`src/rtl/srcz_interp_pkg.sv`:
```
// rtl/srcz_interp_pkg.sv - shared state encoding, constants and npix helper for srcz_interp
package srcz_interp_pkg;

  typedef enum logic [1:0] {
    ST_IDLE = 2'd0,
    ST_PREP = 2'd1,
    ST_RUN  = 2'd2
  } state_e;

  localparam int PIX_PER_PHRASE = 4;
  localparam int ZFRAC_BITS     = 16;

  // A phrase never consumes more than PIX_PER_PHRASE pixels; 0 and out-of-range codes mean a full phrase
  function automatic logic [2:0] npix_eff(input logic [2:0] n);
    if (n == 3'd0 || n > 3'(PIX_PER_PHRASE)) return 3'(PIX_PER_PHRASE);
    return n;
  endfunction

endpackage

```
`src/rtl/srcz_interp_lane.sv`:
```
// rtl/srcz_interp_lane.sv - one Z lane: accumulator plus pixel multiple, integer half out
module srcz_lane
  import srcz_interp_pkg::*;
(
  input  logic [31:0] acc,
  input  logic [31:0] mult,
  output logic [15:0] z_int
);

  // Wrapping 16.16 add; only the integer half is kept for the comparator
  always_comb begin
    z_int = 16'((acc + mult) >> ZFRAC_BITS);
  end

endmodule

```
`src/rtl/srcz_interp.sv`:
```
// rtl/srcz_interp.sv - source Z interpolator producing four 16-bit Z values per phrase
module srcz_interp
  import srcz_interp_pkg::*;
(
  input  logic        sys_clk,
  input  logic        xresetl,
  input  logic        zload,
  input  logic [31:0] zinit,
  input  logic [31:0] zinc,
  input  logic        step,
  input  logic [2:0]  npix,
  output logic        step_rdy,
  output logic [31:0] srczplo,
  output logic [31:0] srczphi,
  output logic        srcz_vld,
  input  logic        srcz_ack
);

  state_e      state_q, state_d;
  logic [31:0] acc_q, acc_d;
  logic [31:0] inc_q, inc_d;
  logic [31:0] m1_q, m1_d, m2_q, m2_d, m3_q, m3_d, m4_q, m4_d;
  logic [31:0] lo_q, lo_d, hi_q, hi_d;
  logic        vld_q, vld_d;

  logic [15:0] z0, z1, z2, z3;
  logic [31:0] madv;
  logic [31:0] acc_next;

  srcz_lane u_lane0 (.acc(acc_q), .mult(32'd0), .z_int(z0));
  srcz_lane u_lane1 (.acc(acc_q), .mult(m1_q),  .z_int(z1));
  srcz_lane u_lane2 (.acc(acc_q), .mult(m2_q),  .z_int(z2));
  srcz_lane u_lane3 (.acc(acc_q), .mult(m3_q),  .z_int(z3));

  // Single output register: a new phrase may enter whenever the held one is absent or being consumed
  assign step_rdy = (state_q == ST_RUN) && (!vld_q || srcz_ack);

  // Accumulator advance by the multiple matching the pixels this phrase consumed
  always_comb begin
    case (npix_eff(npix))
      3'd1:    madv = m1_q;
      3'd2:    madv = m2_q;
      3'd3:    madv = m3_q;
      default: madv = m4_q;
    endcase
    acc_next = acc_q + madv;
  end

  // Next-state: zload always restarts; PREP builds multiples; RUN emits phrases under ack handshake
  always_comb begin
    state_d = state_q;
    acc_d   = acc_q;
    inc_d   = inc_q;
    m1_d    = m1_q;
    m2_d    = m2_q;
    m3_d    = m3_q;
    m4_d    = m4_q;
    lo_d    = lo_q;
    hi_d    = hi_q;
    vld_d   = vld_q;
    if (zload) begin
      acc_d   = zinit;
      inc_d   = zinc;
      vld_d   = 1'b0;
      state_d = ST_PREP;
    end else begin
      case (state_q)
        ST_PREP: begin
          m1_d    = inc_q;
          m2_d    = inc_q << 1;
          m3_d    = inc_q + (inc_q << 1);
          m4_d    = inc_q << 2;
          state_d = ST_RUN;
        end
        ST_RUN: begin
          if (step && step_rdy) begin
            lo_d  = {z1, z0};
            hi_d  = {z3, z2};
            vld_d = 1'b1;
            acc_d = acc_next;
          end else if (srcz_ack && vld_q) begin
            vld_d = 1'b0;
          end
        end
        default: ;
      endcase
    end
  end

  // State and datapath registers with asynchronous clear
  always_ff @(posedge sys_clk or negedge xresetl) begin
    if (!xresetl) begin
      state_q <= ST_IDLE;
      acc_q   <= '0;
      inc_q   <= '0;
      m1_q    <= '0;
      m2_q    <= '0;
      m3_q    <= '0;
      m4_q    <= '0;
      lo_q    <= '0;
      hi_q    <= '0;
      vld_q   <= 1'b0;
    end else begin
      state_q <= state_d;
      acc_q   <= acc_d;
      inc_q   <= inc_d;
      m1_q    <= m1_d;
      m2_q    <= m2_d;
      m3_q    <= m3_d;
      m4_q    <= m4_d;
      lo_q    <= lo_d;
      hi_q    <= hi_d;
      vld_q   <= vld_d;
    end
  end

  assign srczplo  = lo_q;
  assign srczphi  = hi_q;
  assign srcz_vld = vld_q;

endmodule

```
`config.mk`:
```
export PLATFORM = sky130hd
export DESIGN_NAME = srcz_interp
export DESIGN_NICKNAME = d
export VERILOG_FILES = /design/src/rtl/srcz_interp_pkg.sv /design/src/rtl/srcz_interp_lane.sv /design/src/rtl/srcz_interp.sv
export SDC_FILE = /design/constraint.sdc
export NUM_CORES = 1
export LEC_CHECK = 0
export CAP_MARGIN = 20
export CELL_PAD_IN_SITES_DETAIL_PLACEMENT = 0
export CELL_PAD_IN_SITES_GLOBAL_PLACEMENT = 1
export CORE_ASPECT_RATIO = 1.5
export CORE_MARGIN = 2
export CORE_UTILIZATION = 48
export CTS_CLUSTER_SIZE = 16
export DETAILED_ROUTE_END_ITERATION = 12
export MAX_ROUTING_LAYER = met4
export PLACE_DENSITY = 0.95
export SETUP_SLACK_MARGIN = 0.5
export SYNTH_ARGS = -nofsm -noshare
export SYNTH_HDL_FRONTEND = slang
export SYNTH_SLANG_ARGS = --single-unit
```
`constraint.sdc`:
```
create_clock -name sys_clk -period 5.6 [get_ports sys_clk]
set_clock_uncertainty 0.15 [all_clocks]
set_input_delay 1.68 -clock sys_clk [delete_from_list [all_inputs] [get_ports sys_clk]]
set_output_delay 1.68 -clock sys_clk [all_outputs]
set_load 0.1 [all_outputs]
```
**Word level (Yosys, flattened, before mapping)**

Cells that the tools add are included.
Widths: inputs -> output; s select.

- Bits in registers: 256
- Bits of input ports: 72
- Output and inout bits: 66

- Add/subtract/negate cells: 5
- Magnitude comparators: 1
- Eq/ne operators: 5
- Muxes and demuxes: 13
- Bitwise logic cells: 1
- Reduce and logical (&&, ||, !) cells: 15

Operators with widths:

| operator | count |
|---|---|
| $add 32x32->32 | 5 |
| $mux 32 | 3 |
| $pmux 32 s3 | 1 |
| $eq 3x2->1 const B | 2 |
| $mux 3 | 2 |
| $reduce_and 2->1 | 3 |
| $reduce_bool 2->1 | 3 |
| $mux 1 | 5 |
| $mux 2 | 2 |
| $eq 3x1->1 const B | 1 |
| $gt 3x3->1 const B | 1 |
| $logic_and 1x1->1 | 3 |
| $logic_not 3->1 | 1 |
| $reduce_and 3->1 | 1 |
| $reduce_bool 3->1 | 1 |
| $eq 2x1->1 const B | 1 |
| $eq 2x2->1 const B | 1 |
| $logic_or 1x1->1 | 2 |
| $logic_not 1->1 | 1 |
| $not 1->1 | 1 |

**Longest topological paths before layout**

Gate-level depths: netlist (run 1).

- Word-level depth: 10
- Mapped depth: 23

**Cells and area by module**

A second synthesis (run 1) with hierarchy kept.

- Cells, all modules: 1,988
- Area total of the unflattened synthesis: 17,061.4 um^2

Modules (own cells, without submodules):

| module | times used | cells an instance | area an instance (um^2) | seq. area each (um^2) |
|---|---|---|---|---|
| srcz_interp | 1 | 1,132 | 11,100.6 | 4,854.7 |
| srcz_lane | 4 | 214 | 1,490.2 | 0.0 |

**Worst setup path after synthesis (run 1)**

No wires, ideal clock.

- Kind: input to output
- Start point: in srcz_ack
- End point: out step_rdy
- Arrival: 4.110 ns
- Required time: 3.770 ns
- Path slack: -0.340 ns
- Cell stages on the path: 2
- Path buffers: 0
- Cell sequence: clkinv_1 a211oi_1

- Longest elaborated chain between the ends: 2

RTL lines:

| item | RTL line | source |
|---|---|---|
| from (decl) | srcz_interp.sv:16 | `input logic srcz_ack` |
| $logic_or 1x1->1 | srcz_interp.sv:36 | `assign step_rdy = (state_q == ST_RUN) && (!vld_q \|\| srcz_ack);` |
| $logic_and 1x1->1 | srcz_interp.sv:36 |  |
| to (decl) | srcz_interp.sv:12 | `output logic step_rdy,` |

No other way between the ends.

**Worst setup path in the final report (run 1)**

- Start point: in npix[0]
- End point: reg acc_q[29]

- Longest elaborated chain between the ends: 10
- Elaborated cells on any way between the ends: 13

RTL lines:

| item | RTL line | source |
|---|---|---|
| from (decl) | srcz_interp.sv:11 | `input logic [2:0] npix,` |
| $gt 3x3->1 / $logic_not 3->1 (equally long branches) | srcz_interp_pkg.sv:15 | `if (n == 3'd0 \|\| n > 3'(PIX_PER_PHRASE)) return 3'(PIX_PER_PHRASE);` |
| $logic_or 1x1->1 | srcz_interp_pkg.sv:15 |  |
| $mux 1 | srcz_interp_pkg.sv:15 |  |
| $mux 3 * | srcz_interp_pkg.sv:16 | `return n;` |
| $eq 3x2->1 / $eq 3x1->1 (equally long branches) | srcz_interp.sv:40 | `case (npix_eff(npix))` |
| $pmux 32 s3 * | srcz_interp.sv:40 |  |
| $add 32x32->32 * | srcz_interp.sv:46 | `acc_next = acc_q + madv;` |
| $mux 32 * | srcz_interp.sv:76 | `if (step && step_rdy) begin` |
| $mux 32 * | srcz_interp.sv:67 | `case (state_q)` |
| $mux 32 * | srcz_interp.sv:61 | `if (zload) begin` |
| to (signal assigned) | srcz_interp.sv:94 | `acc_q <= '0;` |
| to (signal assigned) | srcz_interp.sv:105 | `acc_q <= acc_d;` |
| to (decl) | srcz_interp.sv:20 | `logic [31:0] acc_q, acc_d;` |

Mark *: on every way between the ends. The rest lies on a longest branch, timed or not. The select of a mux whose other input is x is not followed.
A chain may end at the register's enable or synchronous reset.

==> results of run 1 <==
tightest hold or removal path, stage by stage (launching register included):
cell	delay (ns)
dfrtp_1	0.34
nand2_1	0.04
o21ai_0	0.05
power by group through the flow:
stage / logic (mW) / registers (mW) / clock network, mW
2_1_floorplan: 2.30 / 3.59 / 0
3_3_place_gp: 4.96 / 2.30 / 0
3_5_place_dp: 5.05 / 2.32 / 0
4_1_cts: 5.09 / 2.29 / 1.24
5_1_grt: 5.53 / 2.33 / 1.29
6_report: 5.15 / 2.28 / 1.22
logic make-up after synthesis:
logic type / count (synthesis) / share of synthesized area [%]
AO/OA/AOI/OAI: 544 / 22.9
XOR/XNOR: 99 / 5.96
AND/OR/NAND/NOR: 490 / 14.9
multiplexers: 92 / 7.05
adder cells (fa/ha/maj): 153 / 13.3
flip-flops: 194 / 33.4
buffers and inverters: 99 / 2.58
per-layer routing:
metal | up-vias | wire (um) | GRT usage [%]
met5 | - | 0 | -
met4 | 0 | 1630 | 11.6
met3 | 91 | 1210 | 2.98
met2 | 308 | 23300 | 52.5
met1 | 6173 | 15400 | 27.4
li1 | 6394 | - | -
through the flow:
stage	worst slack (ns)	utilization (%)	instances	setup TNS, ns
floorplan	0.217	-	1671	0
global placement	-0.301	56.5	2233	-2.79
detailed placement	-0.351	56.5	2233	-4.27
CTS	0.515	58.5	2267	0
global route	0.359	59.1	2271	0
finish	0.534	59.1	2271	0
state kept, by name (all words and copies together) (netlist names):
register,cells
acc_q,32
inc_q,32
m1_q,32
m3_q,31
srcz_vld,1
srczphi,32
srczplo,32
state_q,2
final cells by class:
class                   instances  area share [%]
repair buffers                237            12.2
clock buffers                  17            2.39
flip-flops and latches        194            27.3
multi-input cells            1378            53.8
inverters                      31           0.655
clock inverters                14           0.803
well taps                     400            2.82
synthesized netlist by cell type, types with 10 or more instances:
library cell | number | area [um2]
inv_1 | 28 | 105
ha_1 | 151 | 1890
o21bai_1 | 21 | 158
o21ai_1 | 46 | 230
o21a_1 | 13 | 97.6
nand4_1 | 16 | 100
nor3_1 | 16 | 80.1
a21oi_1 | 208 | 1040
a211oi_1 | 13 | 97.6
xor2_1 | 36 | 315
nand2_1 | 172 | 646
o21ai_0 | 119 | 596
and3_1 | 10 | 62.6
nand3_1 | 31 | 155
xnor2_1 | 63 | 552
mux2_2 | 83 | 935
clkbuf_1 | 62 | 233
nor2b_1 | 15 | 93.8
nor2_1 | 182 | 683
dfrtp_1 | 194 | 4850
nand2b_1 | 11 | 68.8
a21o_1 | 55 | 413
final timing paths:
check	end	slack, ns	depth (start not counted)
min reg2reg	srczplo[19]	0.33	2
min in group asynchronous	state_q[0]	1.10	1
max in group asynchronous	m3_q[16]	3.19	2
min	srczplo[19]	0.33	2
max reg2reg	m3_q[31]	2.18	13
max	acc_q[29]	0.53	21
timing repair:
action	in CTS	in global routing
pin swaps	16	26
setup endpoints to repair	22	16
buffers inserted	2	4
gates cloned	1	0
gates resized for setup	17	30
==> impl_metrics.ini, run 1 <==
[synthesis]
seq_area_frac_synth_pct = 33.4
synthesis.nets = 1896
synth_area_per_cell_um2 = 8.70
synth-seq-cells = 194
synth_cells = 1671
ys_types = 80
ys_async_sr_fraction_pct = 100
netlist_area_um2 = 14500
yosysWarnings = 0
synth_edf_count = 0
synth_ff_type = dfrtp_1

[cts]
clkTransAtPathRegs_ns = 0.07
clockRootBuffer = clkbuf_16
cts_tree = yes
clk_latency_ns = 0.47
cts_hold_buffers = 0
numCtsBuffers = 17
cts_max_level = 4
clockBufferDepth = 2
cts.sinks = 194

[worst_setup_path]
timing.rr.start = inc_q[0]
critPathLaunch = npix[0]
end_kind = register
crit_top_cell = nor2_1
start_kind = input port
timing.critical_path.buf_inv = 3
worstPathRequired_ns = 5.76
path_class = in2reg
crit_path_cell_trace = buf_6 > or2_4 > ha_4 > and3b_2 > buf_6 > buf_4 > a21oi_1 > nor2_1 > a21oi_1 > nor2_1 > ha_1 > a211oi_2 > nor2_1 > nor3_1 > o21ai_4 > a21oi_4 > o21ai_2 > a221o_1 > a21o_1 > a31oi_1 > o21ai_1
slowest_delay_ns = 0.34
cp_max_fo = 9
cp_top_family = compound AO/OA/AOI/OAI gates
worstPathArrival_ns = 5.23
slowest_stage = a221o_1

[timing]
period_needed_ns = 5.07
holdWs_ns = 0.325
maxSlewViolCount = 0
post-route-period-util_pct = 90.5
fmax_mhz = 197
worst_pin_slew_ns = 1.01
setup_viol = 0
hold_viol = 0
rsz0062_at_grt = yes
maxSlewHeadroom_pct = 32.3

[die]
coreArea_um2 = 30100
start_util_pct = 48.4
io_pins = 138
die_y_um = 217
rows = 78
die_width_um = 146
die_area_um2 = 31700

[global_route]
antenna_found_initial = 0
grt-ovfl-total = 0
grt_pass1_wl_um = 66000
grtUsageTotal_pct = 27.1
grt_max_degree = 98
first_global_vias = 12800

[finish]
mostFrequentLayoutCells = a21oi_1 (195), dfrtp_1 (194), nor2_1 (180)
final_net_count = 2084
final_common_cell = a21oi_1
fillers = 2764
stdcell_area_um2 = 17800
seq_area_um2 = 4850
area_growth_pct = 22.2
layout-drive-gt1-share_pct = 15.7
multi_input_area_um2 = 9550
antenna_cells = 0

[drt]
drt_iter0_drc = 642
drtPass1Iterations = 5
num_vias = 13000
vias_per_cell = 5.71
wl_per_cell_um = 18.3
wirelength_um = 41500
antenna_left = 0
drc = 0

[place]
io_buffers = 137
placed_area_um2 = 17000
gp_congestion = 0.942
dp_hpwl_um = 32900

[power]
total_power_mw = 8.64
leakage_nw = 8.09
power_switching_mw = 4.44
power_frac_seq_pct = 26.4
pwr-share-comb_pct = 59.5
p_int_mw = 4.21
power_density_nw_per_um2 = 487
vdd_drop_max_v = 0.000285
p_sw_share_pct = 51.3
clockPowerShare_pct = 14.1

[min_path]
hold_class = reg2reg
min-delay-start = srczplo[19]

[job]
cap_violations = 0

[status]
status = completed
Power figures use the tool's default switching activity.
==> run 2: changes to the inputs <==
--- a/config.mk
+++ b/config.mk
@@ -10,11 +10,11 @@
 export CELL_PAD_IN_SITES_GLOBAL_PLACEMENT = 1
 export CORE_ASPECT_RATIO = 1.5
 export CORE_MARGIN = 2
-export CORE_UTILIZATION = 48
+export CORE_UTILIZATION = 35
 export CTS_CLUSTER_SIZE = 16
 export DETAILED_ROUTE_END_ITERATION = 12
 export MAX_ROUTING_LAYER = met4
-export PLACE_DENSITY = 0.95
+export PLACE_DENSITY = 0.75
 export SETUP_SLACK_MARGIN = 0.5
 export SYNTH_ARGS = -nofsm -noshare
 export SYNTH_HDL_FRONTEND = slang
==> run 2 against run 1 <==
  * Largest power group unchanged
  * Count of clock-buffer cells in the layout is 1 higher
  * Global-route usage down 5.7 points
  * Sequential cell count unchanged
  * Routed wire length rose by 6.8%
  * First-iteration DRC count up 6.1%
  * Non-clock buffer count grew 17
  * Cell count rose by 7.7%
  * Combinational power up 1%
  * Clock power rose by 9.8%
  * Hold slack gained 0.0049 ns
  * Die area increased by 36%
  * Final area up 2.2%
==> impl_metrics.ini, run 2 (same netlist as run 1, synthesis figures left out) <==
[die]
die_area_um2 = 43200
die_width_um = 170
rows = 91
coreArea_um2 = 41100
io_pins = 138
die_y_um = 254
start_util_pct = 35.4

[cts]
cts_hold_buffers = 0
cts_max_level = 4
cts.sinks = 194
clkTransAtPathRegs_ns = 0.07
clockRootBuffer = clkbuf_16
numCtsBuffers = 17
cts_tree = yes
clockBufferDepth = 2
clk_latency_ns = 0.48

[drt]
antenna_left = 0
num_vias = 12800
dr.max_layer_used = met4
wl_per_cell_um = 18.1
vias_per_cell = 5.22
drtPass1Iterations = 5
met3_wirelength_um = 892
dr_wl_met2_um = 24800
drc = 0
drt_iter0_drc = 681
wirelength_um = 44300
met1_length_um = 17200

[worst_setup_path]
path_class = in2reg
end_kind = register
crit_path_cell_trace = buf_6 > or2_4 > ha_4 > and3b_2 > nand2_4 > nor2_1 > nor2_1 > a21oi_1 > nor2_1 > ha_1 > a2111oi_4 > o21ai_2 > a41oi_4 > o21ai_4 > a21oi_4 > o21ai_2 > a221o_1 > a21o_1 > a31oi_1 > o21ai_1
worstPathRequired_ns = 5.79
rrSetupSlack_ns = 2.23
worstPathArrival_ns = 5.25
cp_max_fo = 6
slowest_delay_ns = 0.36
crit_top_cell = nor2_1
cp.depth = 20
cp_top_family = compound AO/OA/AOI/OAI gates
timing.rr.start = acc_q[2]
start_kind = input port
critPathLaunch = npix[1]
timing.critical_path.buf_inv = 1
slowest_stage = and3b_2
ff2ff_path_depth = 11

[place]
dp_hpwl_um = 35200
io_buffers = 137
placed_area_um2 = 17200
gp_congestion = 0.894

[power]
vdd_drop_max_v = 0.000192
clockPowerShare_pct = 15.2
p_int_mw = 4.32
p_sw_share_pct = 51.2
power_frac_seq_pct = 26.1
power_density_nw_per_um2 = 487
pwr-share-comb_pct = 58.7
leakage_nw = 8.21
power_switching_mw = 4.53

[timing]
maxSlewHeadroom_pct = 33.3
rsz0062_at_grt = yes
setup_viol = 0
fin_setup_tns_ns = 0
maxSlewViolCount = 0
post-route-period-util_pct = 90.3
worst_pin_slew_ns = 0.997
fmax_mhz = 198
hold_viol = 0
period_needed_ns = 5.06

[finish]
antenna_cells = 0
stdcell_area_um2 = 18200
final_net_count = 2101
mostFrequentLayoutCells = a21oi_1 (199), dfrtp_1 (194), nor2_1 (180)
layout-drive-gt1-share_pct = 16.5
final_common_cell = a21oi_1
area_growth_pct = 24.8

[global_route]
grt_pass1_wl_um = 69100
first_global_vias = 12600
antenna_found_initial = 0
grt-ovfl-total = 0
grtUsageTotal_pct = 21.5
grt_max_degree = 105

[min_path]
min-delay-start = srczphi[1]
hold_class = reg2reg
whs_path_depth = 2

[status]
status = completed

[job]
cap_violations = 0
[run 2: cell types whose count changed in the layout (fill, tap and decap cells not counted), sizes merged]
| cell | previous run | this run |
|---|---|---|
| bufinv | 0 | 1 |
| clkbuf | 18 | 19 |
| buf | 104 | 121 |
| clkinvlp | 3 | 0 |
| clkinv | 4 | 6 |
[run 2: cell type report]
type,count,area (um2)
fillers,4053,22900
clock buffers,18,439
repair buffers,254,2300
multi-input cells,1378,9560
flip-flops and latches,194,4850
inverters,31,116
clock inverters,14,196
well taps,558,698
[run 2: layer usage]
metal	track usage (%)	up-vias
met2	40.9	232
li1	-	6418
met4	8.47	0
met5	-	-
met3	2.24	74
met1	22.4	6042
[run 2: timing repair]
| item | in CTS | in global routing |
|---|---|---|
| resized for setup | 22 | 30 |
| setup endpoints to repair | 21 | 16 |
| pin swaps | 20 | 28 |
| cloned | 1 | 0 |
| setup buffers | 7 | 8 |
[run 2: path summary, 6_finish.rpt]
check | to
setup / recovery | acc_q[29]
hold / removal | srczphi[1]
setup reg to reg | srczphi[22]
hold reg to reg | srczphi[1]
max in group asynchronous | acc_q[3]
min in group asynchronous | srczplo[10]
[run 2: per-stage QoR]
| stage | util, % | hold WS [ns] | power [mW] | worst slack, ns | instances |
|---|---|---|---|---|---|
| 6_report | 44.2 | 0.330 | 8.85 | 0.541 | 2447 |
| 5_1_grt | 44.2 | 0.350 | 9.40 | 0.372 | 2447 |
| 4_1_cts | 43.7 | 0.337 | 8.84 | 0.497 | 2439 |
| 3_5_place_dp | 41.9 | 0.319 | 7.44 | -0.389 | 2399 |
| 3_3_place_gp | 41.9 | 0.315 | 7.38 | -0.349 | 2399 |
| 2_1_floorplan | - | 0.325 | 5.88 | 0.217 | 1671 |
[run 2: worst reg2reg max path, stage by stage (launching register included)]
cell and delay (ns):
dfrtp_1 0.46, ha_1 0.35, a21oi_1 0.22, a21oi_1 0.15, o21ai_0 0.29, a21oi_1 0.15
or4_1 0.57, a21oi_1 0.26, o21bai_1 0.13, a21oi_1 0.19, xor2_1 0.26, o21ai_1 0.09
[run 2: power groups by stage]
stage               clock network [mW]  logic, mW  registers [mW]
floorplan                            0       2.30            3.59
global placement                     0       5.04            2.35
detailed placement                   0       5.09            2.35
CTS                               1.38       5.14            2.32
global route                      1.43       5.62            2.36
finish                            1.34       5.20            2.31
